--- src/rtl/network_mac_pipe.sv ---
// network_mac_pipe: pipelined multiply-accumulate over first/last framed operand streams,
// emitting one rounded, saturated fixed-point result per frame with valid/ready on both sides.
module network_mac_pipe #(
  parameter int A_WIDTH   = 16,
  parameter int B_WIDTH   = 16,
  parameter int ACC_WIDTH = 40,
  parameter int OUT_WIDTH = 16,
  parameter int FRAC_BITS = 8,
  parameter int SIGNED    = 1
) (
  input  logic                 ap_clk,
  input  logic                 ap_rst_n,
  input  logic                 in_valid,
  output logic                 in_ready,
  input  logic [A_WIDTH-1:0]   in_a,
  input  logic [B_WIDTH-1:0]   in_b,
  input  logic                 in_first,
  input  logic                 in_last,
  output logic                 out_valid,
  input  logic                 out_ready,
  output logic [OUT_WIDTH-1:0] out_data,
  output logic                 out_sat
);
  localparam int PW = A_WIDTH + B_WIDTH;
  localparam int XW = ACC_WIDTH - PW;
  localparam int RW = ACC_WIDTH + 1;
  localparam logic [RW-1:0] HALF = FRAC_BITS > 0 ? RW'(1) << (FRAC_BITS > 0 ? FRAC_BITS - 1 : 0) : '0;
  localparam logic signed [RW-1:0] SMAX = {{(RW-OUT_WIDTH+1){1'b0}}, {(OUT_WIDTH-1){1'b1}}};
  localparam logic signed [RW-1:0] SMIN = {{(RW-OUT_WIDTH+1){1'b1}}, {(OUT_WIDTH-1){1'b0}}};
  localparam logic [RW-1:0] UMAX = {{(RW-OUT_WIDTH){1'b0}}, {OUT_WIDTH{1'b1}}};

  logic                 en;
  logic [A_WIDTH-1:0]   a1;
  logic [B_WIDTH-1:0]   b1;
  logic                 f1, l1, v1;
  logic [PW-1:0]        p2;
  logic                 f2, l2, v2;
  logic [ACC_WIDTH-1:0] acc;
  logic                 l3, v3;
  logic signed [PW-1:0] prod_s;
  logic [PW-1:0]        prod_u;
  logic [ACC_WIDTH-1:0] ext;
  logic [RW-1:0]        acc_x, rnd, sh_u;
  logic signed [RW-1:0] sh_s;
  logic                 hi, lo;
  logic [OUT_WIDTH-1:0] sat_val, res;

  assign en       = !(out_valid && !out_ready);
  assign in_ready = en;

  assign prod_s = PW'($signed(a1)) * PW'($signed(b1));
  assign prod_u = PW'(a1) * PW'(b1);
  assign ext    = {{XW{SIGNED != 0 ? p2[PW-1] : 1'b0}}, p2};

  // One guard bit above the accumulator keeps the rounding add from overflowing.
  assign acc_x   = {SIGNED != 0 ? acc[ACC_WIDTH-1] : 1'b0, acc};
  assign rnd     = acc_x + HALF;
  assign sh_s    = $signed(rnd) >>> FRAC_BITS;
  assign sh_u    = rnd >> FRAC_BITS;
  assign hi      = SIGNED != 0 ? sh_s > SMAX : sh_u > UMAX;
  assign lo      = SIGNED != 0 && sh_s < SMIN;
  assign sat_val = SIGNED != 0 ? {1'b0, {(OUT_WIDTH-1){1'b1}}} : {OUT_WIDTH{1'b1}};
  assign res     = hi ? sat_val : lo ? {1'b1, {(OUT_WIDTH-1){1'b0}}} :
                   SIGNED != 0 ? sh_s[OUT_WIDTH-1:0] : sh_u[OUT_WIDTH-1:0];

  always_ff @(posedge ap_clk or negedge ap_rst_n) begin
    if (!ap_rst_n) begin
      a1        <= '0;
      b1        <= '0;
      f1        <= 1'b0;
      l1        <= 1'b0;
      v1        <= 1'b0;
      p2        <= '0;
      f2        <= 1'b0;
      l2        <= 1'b0;
      v2        <= 1'b0;
      acc       <= '0;
      l3        <= 1'b0;
      v3        <= 1'b0;
      out_valid <= 1'b0;
      out_data  <= '0;
      out_sat   <= 1'b0;
    end else if (en) begin
      a1 <= in_a;
      b1 <= in_b;
      f1 <= in_first;
      l1 <= in_last;
      v1 <= in_valid;
      p2 <= SIGNED != 0 ? prod_s : prod_u;
      f2 <= f1;
      l2 <= l1;
      v2 <= v1;
      if (v2) acc <= (f2 ? '0 : acc) + ext;
      l3 <= l2;
      v3 <= v2;
      if (v3 && l3) begin
        out_data  <= res;
        out_sat   <= hi | lo;
        out_valid <= 1'b1;
      end else if (out_ready) begin
        out_valid <= 1'b0;
      end
    end
  end
endmodule

--- config.mk ---
export PLATFORM = sky130hd
export DESIGN_NAME = network_mac_pipe
export DESIGN_NICKNAME = d
export VERILOG_FILES = /design/src/rtl/network_mac_pipe.sv
export SDC_FILE = /design/constraint.sdc
export NUM_CORES = 1
export LEC_CHECK = 0
export BUFFER_PORTS_ARGS = -buffer_cell sky130_fd_sc_hd__buf_2
export CAP_MARGIN = 10
export CORE_ASPECT_RATIO = 0.8
export CORE_MARGIN = 5
export CORE_UTILIZATION = 25
export CTS_CLUSTER_SIZE = 20
export DETAILED_ROUTE_END_ITERATION = 8
export SLEW_MARGIN = 5
export SYNTH_ARGS = -nofsm -noshare
export SYNTH_HDL_FRONTEND = slang
export SYNTH_SLANG_ARGS = --single-unit
--- constraint.sdc ---
create_clock -name ap_clk -period 19.45 [get_ports ap_clk]
set_input_delay 1.945 -clock ap_clk [delete_from_list [all_inputs] [get_ports ap_clk]]
set_output_delay 1.945 -clock ap_clk [all_outputs]
set_load 0.01 [all_outputs]
==> results of run 1 <==
[cells in the final DEF (no fill, tap or decap), drive strengths merged, types with 18 or more instances in the layout]
| cell | count |
|---|---|
| buf | 67 |
| clkbuf | 21 |
| a21o | 28 |
| nor2 | 94 |
| nor2b | 46 |
| nand2b | 18 |
| o21ai | 114 |
| dfrtp | 130 |
| xor2 | 40 |
| nor3 | 21 |
| a21oi | 70 |
| fa | 263 |
| and3 | 19 |
| nand3 | 23 |
| nand2 | 344 |
| ha | 122 |
| inv | 363 |
| xnor2 | 37 |
| and2 | 124 |
[cell type report]
class	instances	area [um^2]	area share, %
multi-input combinational	1517	13100	65.8
sequential	130	3250	16.3
inverter	361	1360	6.80
tap	945	1180	5.93
clock buffer	21	480	2.41
timing repair buffer	67	369	1.85
clock inverter	11	174	0.873
antenna	1	2.50	0.0126
[sequential cells by signal, indices dropped and copies added, names as in the netlist, 16 cells and up]
name and cells:
p2 32, out_data 16, acc 40, a1 16
b1 16
[worst max-delay path, stage by stage, from the launching register on]
cell and delay, ns:
dfrtp_1 0.46, inv_1 0.46, nor2_1 0.14, fa_1 0.54, fa_1 0.53, fa_1 0.52, fa_1 0.53, fa_1 0.56
inv_1 0.06, fa_1 0.52, inv_1 0.04, ha_1 0.33, and3_1 0.23, a221oi_1 0.29, o21ai_0 0.19, o211a_1 0.30
nor3_1 0.44, o31ai_1 0.19, o31ai_1 0.28, mux2i_1 0.22, nand2_1 0.07
[per-layer routing]
metal,wire (um),up-vias
li1,-,6582
met1,22800,6829
met2,18400,278
met3,2450,39
met4,468,4
met5,27,-
[cells by family (layout without fill, tap and decap cells)]
logic type               count (synthesis)  count (layout)  share of synthesized area, %
multiplexers                             7               7                         0.416
XOR/XNOR                                77              77                          3.74
buffers and inverters                  443             460                          9.32
AO/OA/AOI/OAI                          310             310                          11.1
adder cells (fa/ha/maj)                385             385                          37.7
other                                    0               1                             0
flip-flops                             130             130                          18.0
AND/OR/NAND/NOR                        738             738                          19.8
[metrics by stage]
| step | util [%] | worst slack [ns] | hold slack (ns) |
|---|---|---|---|
| final | 27.8 | 12.46 | 0.472 |
| after detailed placement | 26.8 | 12.48 | 0.461 |
| after global placement | 26.8 | 12.53 | 0.454 |
| after CTS | 27.8 | 12.48 | 0.477 |
| after global routing | 27.8 | 11.98 | 0.484 |
| after floorplan | - | 13.11 | 0.439 |
[how the worst min path moves through the flow]
stage | startpoint | slack [ns] | to | depth (start not counted)
6_report | v1 | 0.47 | v1 | 2
5_1_grt | acc[4] | 0.48 | acc[4] | 1
4_1_cts | v1 | 0.48 | v1 | 2
3_5_place_dp | v1 | 0.46 | v1 | 2
3_3_place_gp | acc[4] | 0.45 | acc[4] | 1
2_1_floorplan | f1 | 0.44 | f1 | 2
==> summary.md, run 1 <==
| Metric | Value |
|---|---|
| First-pass iteration count of the detailed router | `5` |
| Synthesized cell area | `0.0180 mm^2` |
| Detail Route Antenna Nets | `0` |
| WL/cell | `14.4 um` |
| Cts repair resizes | `0` |
| CTS root buffer | `clkbuf_16` |
| Nets | `2517` |
| Final hold vios | `0` |
| Max clock buf depth | `2` |
| Rel. slew slack | `30.3%` |
| Reg2Reg Launch Point | `b1[15]` |
| Global-route wire length before repair | `75.2 mm` |
| RSZ-0062 raised after global routing | `false` |
| Clock Skew | `0.0145 ns` |
| Met3 usage | `2.53%` |
| # DRC | `0` |
| Post-Place Cells | `3020` |
| CTS clock-pin slew for the worst setup and hold paths | `0.07 ns` |
| # setup viols final | `0` |
| Worst Hold Class | `flip-flop to flip-flop` |
| Hold Buf Count CTS | `0` |
| R2r setup slk | `12.46 ns` |
| Die Ht | `250 um` |
| Total die area | `0.0776 mm^2` |
| PortBufs | `56` |
| Io pins | `57` |
| Post-CTS setup buffers | `0` |
| Crit path launch | `b1[15]` |
| Primary FF master, synth | `dfrtp_1` |
| Top Usage Layer GRT | `met1` |
| Clk sinks | `130` |
| M1 GR Usage | `18.3%` |
| Initial Util | `25.1%` |
| Setup crit end | `p2[30]` |
| Num CTS Buffers | `17` |
| Most frequent cells after synthesis | `inv_1 (360), nand2_1 (344), fa_1 (263), dfrtp_1 (130), and2_1 (124)` |
| Total grt overflow | `0` |
| Non-filler cells, final | `3053` |
| Yosys warning total | `0` |
| Die span in x | `310 um` |
| CP max FO | `13` |
| Status | `finished, final reports clean` |
| Row count | `88` |
| Required @ worst endpoint | `19.80 ns` |
| Mean area per synthesized cell | `8.63 um^2` |
| CP endpoint kind | `flip-flop` |
| All-Layer GR Usage | `11.9%` |
| Routed wire length | `44.1 mm` |
| Synth-to-Final Area Change | `10.5%` |
| Post-synth top area share | `29.2%` |
| Worst Setup Path Type | `flip-flop to flip-flop` |
| Crit path DAT | `7.34 ns` |
| Vias/cell | `4.50` |
| Met2 Usage GRT | `17.4%` |
| DR vias | `13700` |
| Final worst path period share | `35.9%` |
| Yosys cell types | `78` |
| Vias in the first global route | `14000` |
| CTS tree | `done` |
| Initial antenna violation count | `3` |
| Reg2reg end | `p2[30]` |
| FF-to-FF path depth | `20` |
| Number of synthesized flops with an enable pin | `0` |
| Clk_lat worst skew | `0.46 ns` |
| Share of flip-flops with an asynchronous set or reset | `100%` |
| First DRT Iteration DRCs | `957` |
| Placed cell areas | `0.0193 mm^2` |
| Min Tclk post-route | `6.99 ns` |
| Max Cap Viol | `0` |
| Worst Tran Pin Value | `1.04 ns` |
| Largest cells by area after synthesis | `fa_1 (29%), dfrtp_1 (18%), ha_1 (8.5%), inv_1 (7.5%), nand2_1 (7.2%)` |
| Syn Nets | `2513` |
| Final Instance Area | `0.0199 mm^2` |
| TNS Setup | `0 ns` |
| Final HPWL DP | `34.4 mm` |
| Synth Register Bits | `130` |
| Gp weighted congestion | `0.843` |
| Largest net degree at the start of global routing | `85` |
| Leading area contributor after synthesis | `fa_1` |
| Seq/Total Area, Yosys | `18.0%` |
| Fmax | `143 MHz` |
| Slew Viols, Final | `0` |
| Htree depth | `4` |
| Most common cell in the synthesized netlist | `inv_1` |
| Worst setup SP type | `flip-flop` |
| Syn Inst Count | `2090` |
| # fillers | `7723` |
| Fraction of layout cells with a size suffix above 1 | `6.64%` |
| Core footprint | `0.0718 mm^2` |
Power of run 1 is left out: the tool's default activity adds up to more than one toggle a clock period on the data nets, which glitch-free logic cannot reach.
==> run 2, diff against run 1 <==
Clock period 19.45 ns to 6.8 ns, I/O delays scaled along.
==> run 2 against run 1 <==
Net effect:
- routed wire length up 0.36%
- cell area is 1.8% higher
- global-route usage rose by 0.064 points
- sequential share of layout area down 0.22 points
- sequential cell count unchanged
- critical path depth increased by 2
- via count up 0.36%
- count of clock-buffer cells in the layout down 2
- fmax is 7.2% higher
- critical endpoint is now p2[31]
- largest cell class unchanged
- highest routed layer unchanged
==> summary.md, run 2 (synthesized netlist as in run 1, its figures left out) <==
| Metric | Value |
|---|---|
| Multi-input logic area | `0.0131 mm^2 (about the same)` |
| Clock Skew | `0.0161 ns (was 0.0145 ns)` |
| Die span in x | `310 um (unchanged)` |
| Max Cap Viol | `0 (unchanged)` |
| Status | `finished, final reports clean (unchanged)` |
| Vias in the first global route | `14400 (was 14000)` |
| Slew Viols, Final | `0 (unchanged)` |
| Routed wire length | `44.3 mm (was 44.1 mm)` |
| CP max FO | `5 (was 13)` |
| Vias/cell | `4.45 (was 4.50)` |
| Max reg flops | `40 (unchanged)` |
| Required @ worst endpoint | `7.11 ns (was 19.80 ns)` |
| Io pins | `57 (unchanged)` |
| Reg2reg end | `p2[31] (was p2[30])` |
| RSZ-0062 raised after global routing | `true (was false)` |
| Synth-to-Final Area Change | `12.5% (was 10.5%)` |
| Dpl ws | `0.169 ns (was 12.48 ns)` |
| TNS Setup | `0 ns (unchanged)` |
| DR vias | `13800 (was 13700)` |
| Worst setup SP type | `flip-flop (unchanged)` |
| Nets | `2561 (was 2517)` |
| CP bufs+invs | `5 (was 3)` |
| First DRT Iteration DRCs | `817 (was 957)` |
| M1 GR Usage | `17.9% (was 18.3%)` |
| Hold Buf Count CTS | `0 (unchanged)` |
| Fmax | `153 MHz (was 143 MHz)` |
| Worst Tran Pin Value | `1.03 ns (was 1.04 ns)` |
| Die Ht | `250 um (unchanged)` |
| Antenna cells | `0 (was 1)` |
| Max stage delay on crit path | `0.54 ns (was 0.56 ns)` |
| Core footprint | `0.0718 mm^2 (unchanged)` |
| Final Worst Setup Slack | `0.281 ns (was 12.46 ns)` |
| R2r setup slk | `0.28 ns (was 12.46 ns)` |
| Final worst path period share | `95.9% (was 35.9%)` |
| Crit path depth | `22 (was 20)` |
| Detail Route Antenna Nets | `0 (unchanged)` |
| Crit path DAT | `6.83 ns (was 7.34 ns)` |
| Clk sinks | `130 (unchanged)` |
| Delay-heaviest family, CP | `adder cells (unchanged)` |
| Global-route wire length before repair | `76.1 mm (was 75.2 mm)` |
| Fraction of layout cells with a size suffix above 1 | `9.16% (was 6.64%)` |
| Largest net degree at the start of global routing | `85 (unchanged)` |
| # DRC | `0 (unchanged)` |
| Commonest non-fill, non-tap cells in the layout | `inv_1 (360), nand2_1 (343), fa_1 (263) (unchanged)` |
| Critical Path, Cell by Cell | `inv_1 -> buf_4 -> nor2_1 -> fa_1 -> fa_1 -> fa_1 -> fa_1 -> fa_1 -> inv_1 -> fa_1 -> inv_1 -> ha_1 -> a21o_1 -> a21o_1 -> a2111oi_2 -> buf_4 -> o21ai_1 -> o211ai_2 -> nand3_1 -> a31oi_1 -> xnor2_1 -> o21ai_1 (was inv_1 -> nor2_1 -> fa_1 -> fa_1 -> fa_1 -> fa_1 -> fa_1 -> inv_1 -> fa_1 -> inv_1 -> ha_1 -> and3_1 -> a221oi_1 -> o21ai_0 -> o211a_1 -> nor3_1 -> o31ai_1 -> o31ai_1 -> mux2i_1 -> nand2_1)` |
| Num CTS Buffers | `17 (unchanged)` |
| Top Registers | `acc x40, p2 x32 (unchanged)` |
| PortBufs | `56 (unchanged)` |
| Final HPWL DP | `35.7 mm (was 34.4 mm)` |
| Worst Hold Class | `primary input to async pin (was flip-flop to flip-flop)` |
| Slowest CP cell | `fa_1 (unchanged)` |
| Storage cell area | `0.00327 mm^2 (was 0.00325 mm^2)` |
| Clk_lat worst skew | `0.46 ns (about the same)` |
| Most common cell after layout, fill and taps aside | `inv_1 (unchanged)` |
| CTS tree | `done (unchanged)` |
| Total die area | `0.0776 mm^2 (unchanged)` |
| # setup viols final | `0 (unchanged)` |
| Critical path's most frequent cell | `fa_1 (unchanged)` |
| CP endpoint kind | `flip-flop (unchanged)` |
| Met2 Usage GRT | `18.2% (was 17.4%)` |
| Final hold vios | `0 (unchanged)` |
| Top Usage Layer GRT | `met2 (was met1)` |
| All-Layer GR Usage | `12.0% (was 11.9%)` |
| Rel. slew slack | `31.1% (was 30.3%)` |
| Row count | `88 (unchanged)` |
| Final core occ | `28.3% (was 27.8%)` |
| Reg2Reg Launch Point | `b1[15] (unchanged)` |
| Gp weighted congestion | `0.848 (was 0.843)` |
| FF-to-FF path depth | `22 (was 20)` |
| Initial Util | `25.1% (unchanged)` |
| CTS root buffer | `clkbuf_16 (unchanged)` |
| Initial antenna violation count | `1 (was 3)` |
| Largest Register | `acc (unchanged)` |
| Max clock buf depth | `2 (unchanged)` |
| Total grt overflow | `0 (unchanged)` |
| WL/cell | `14.3 um (was 14.4 um)` |
| First-pass iteration count of the detailed router | `5 (unchanged)` |
| Worst Setup Path Type | `flip-flop to flip-flop (unchanged)` |
| # fillers | `7695 (was 7723)` |
| Min Tclk post-route | `6.52 ns (was 6.99 ns)` |
| Met3 usage | `2.42% (was 2.53%)` |
| CTS clock-pin slew for the worst setup and hold paths | `0.08 ns (was 0.07 ns)` |
| Htree depth | `4 (unchanged)` |
run 2: stage by stage:
stage | cells | area, um^2 | hold WS (ns)
finish | 3096 | 20300 | 0.309
global route | 3096 | 20300 | 0.385
CTS | 3095 | 20200 | 0.344
detailed placement | 3063 | 19600 | 0.464
global placement | 3063 | 19600 | 0.456
floorplan | 2090 | 18000 | 0.384
run 2: routing by layer:
layer | routed length [um] | vias up
met1 | 22500 | 6820
met5 | 7 | -
met2 | 18900 | 268
met3 | 2380 | 37
met4 | 528 | 2
li1 | - | 6655
run 2: layout make-up:
| type | count | share of cell area [%] |
|---|---|---|
| tap | 945 | 5.83 |
| inverter | 361 | 6.68 |
| timing repair buffer | 111 | 3.45 |
| sequential | 130 | 16.1 |
| clock inverter | 13 | 1.03 |
| multi-input combinational | 1517 | 64.8 |
| clock buffer | 19 | 2.13 |
run 2: repair_timing:
| action | CTS | global route |
|---|---|---|
| buffers inserted | 0 | 1 |
| resized for setup | 0 | 17 |
| endpoints found under the setup margin | 0 | 10 |
run 2: worst max-delay path by stage:
stage / start / slack (ns) / end
2_1_floorplan: b1[9] / 0.46 / p2[30]
3_3_place_gp: a1[5] / 0.14 / p2[31]
3_5_place_dp: a1[5] / 0.17 / p2[31]
4_1_cts: a1[6] / 0.11 / p2[29]
5_1_grt: a1[12] / -0.07 / p2[31]
6_report: b1[15] / 0.28 / p2[31]
Power of run 2 is left out for the same reason.
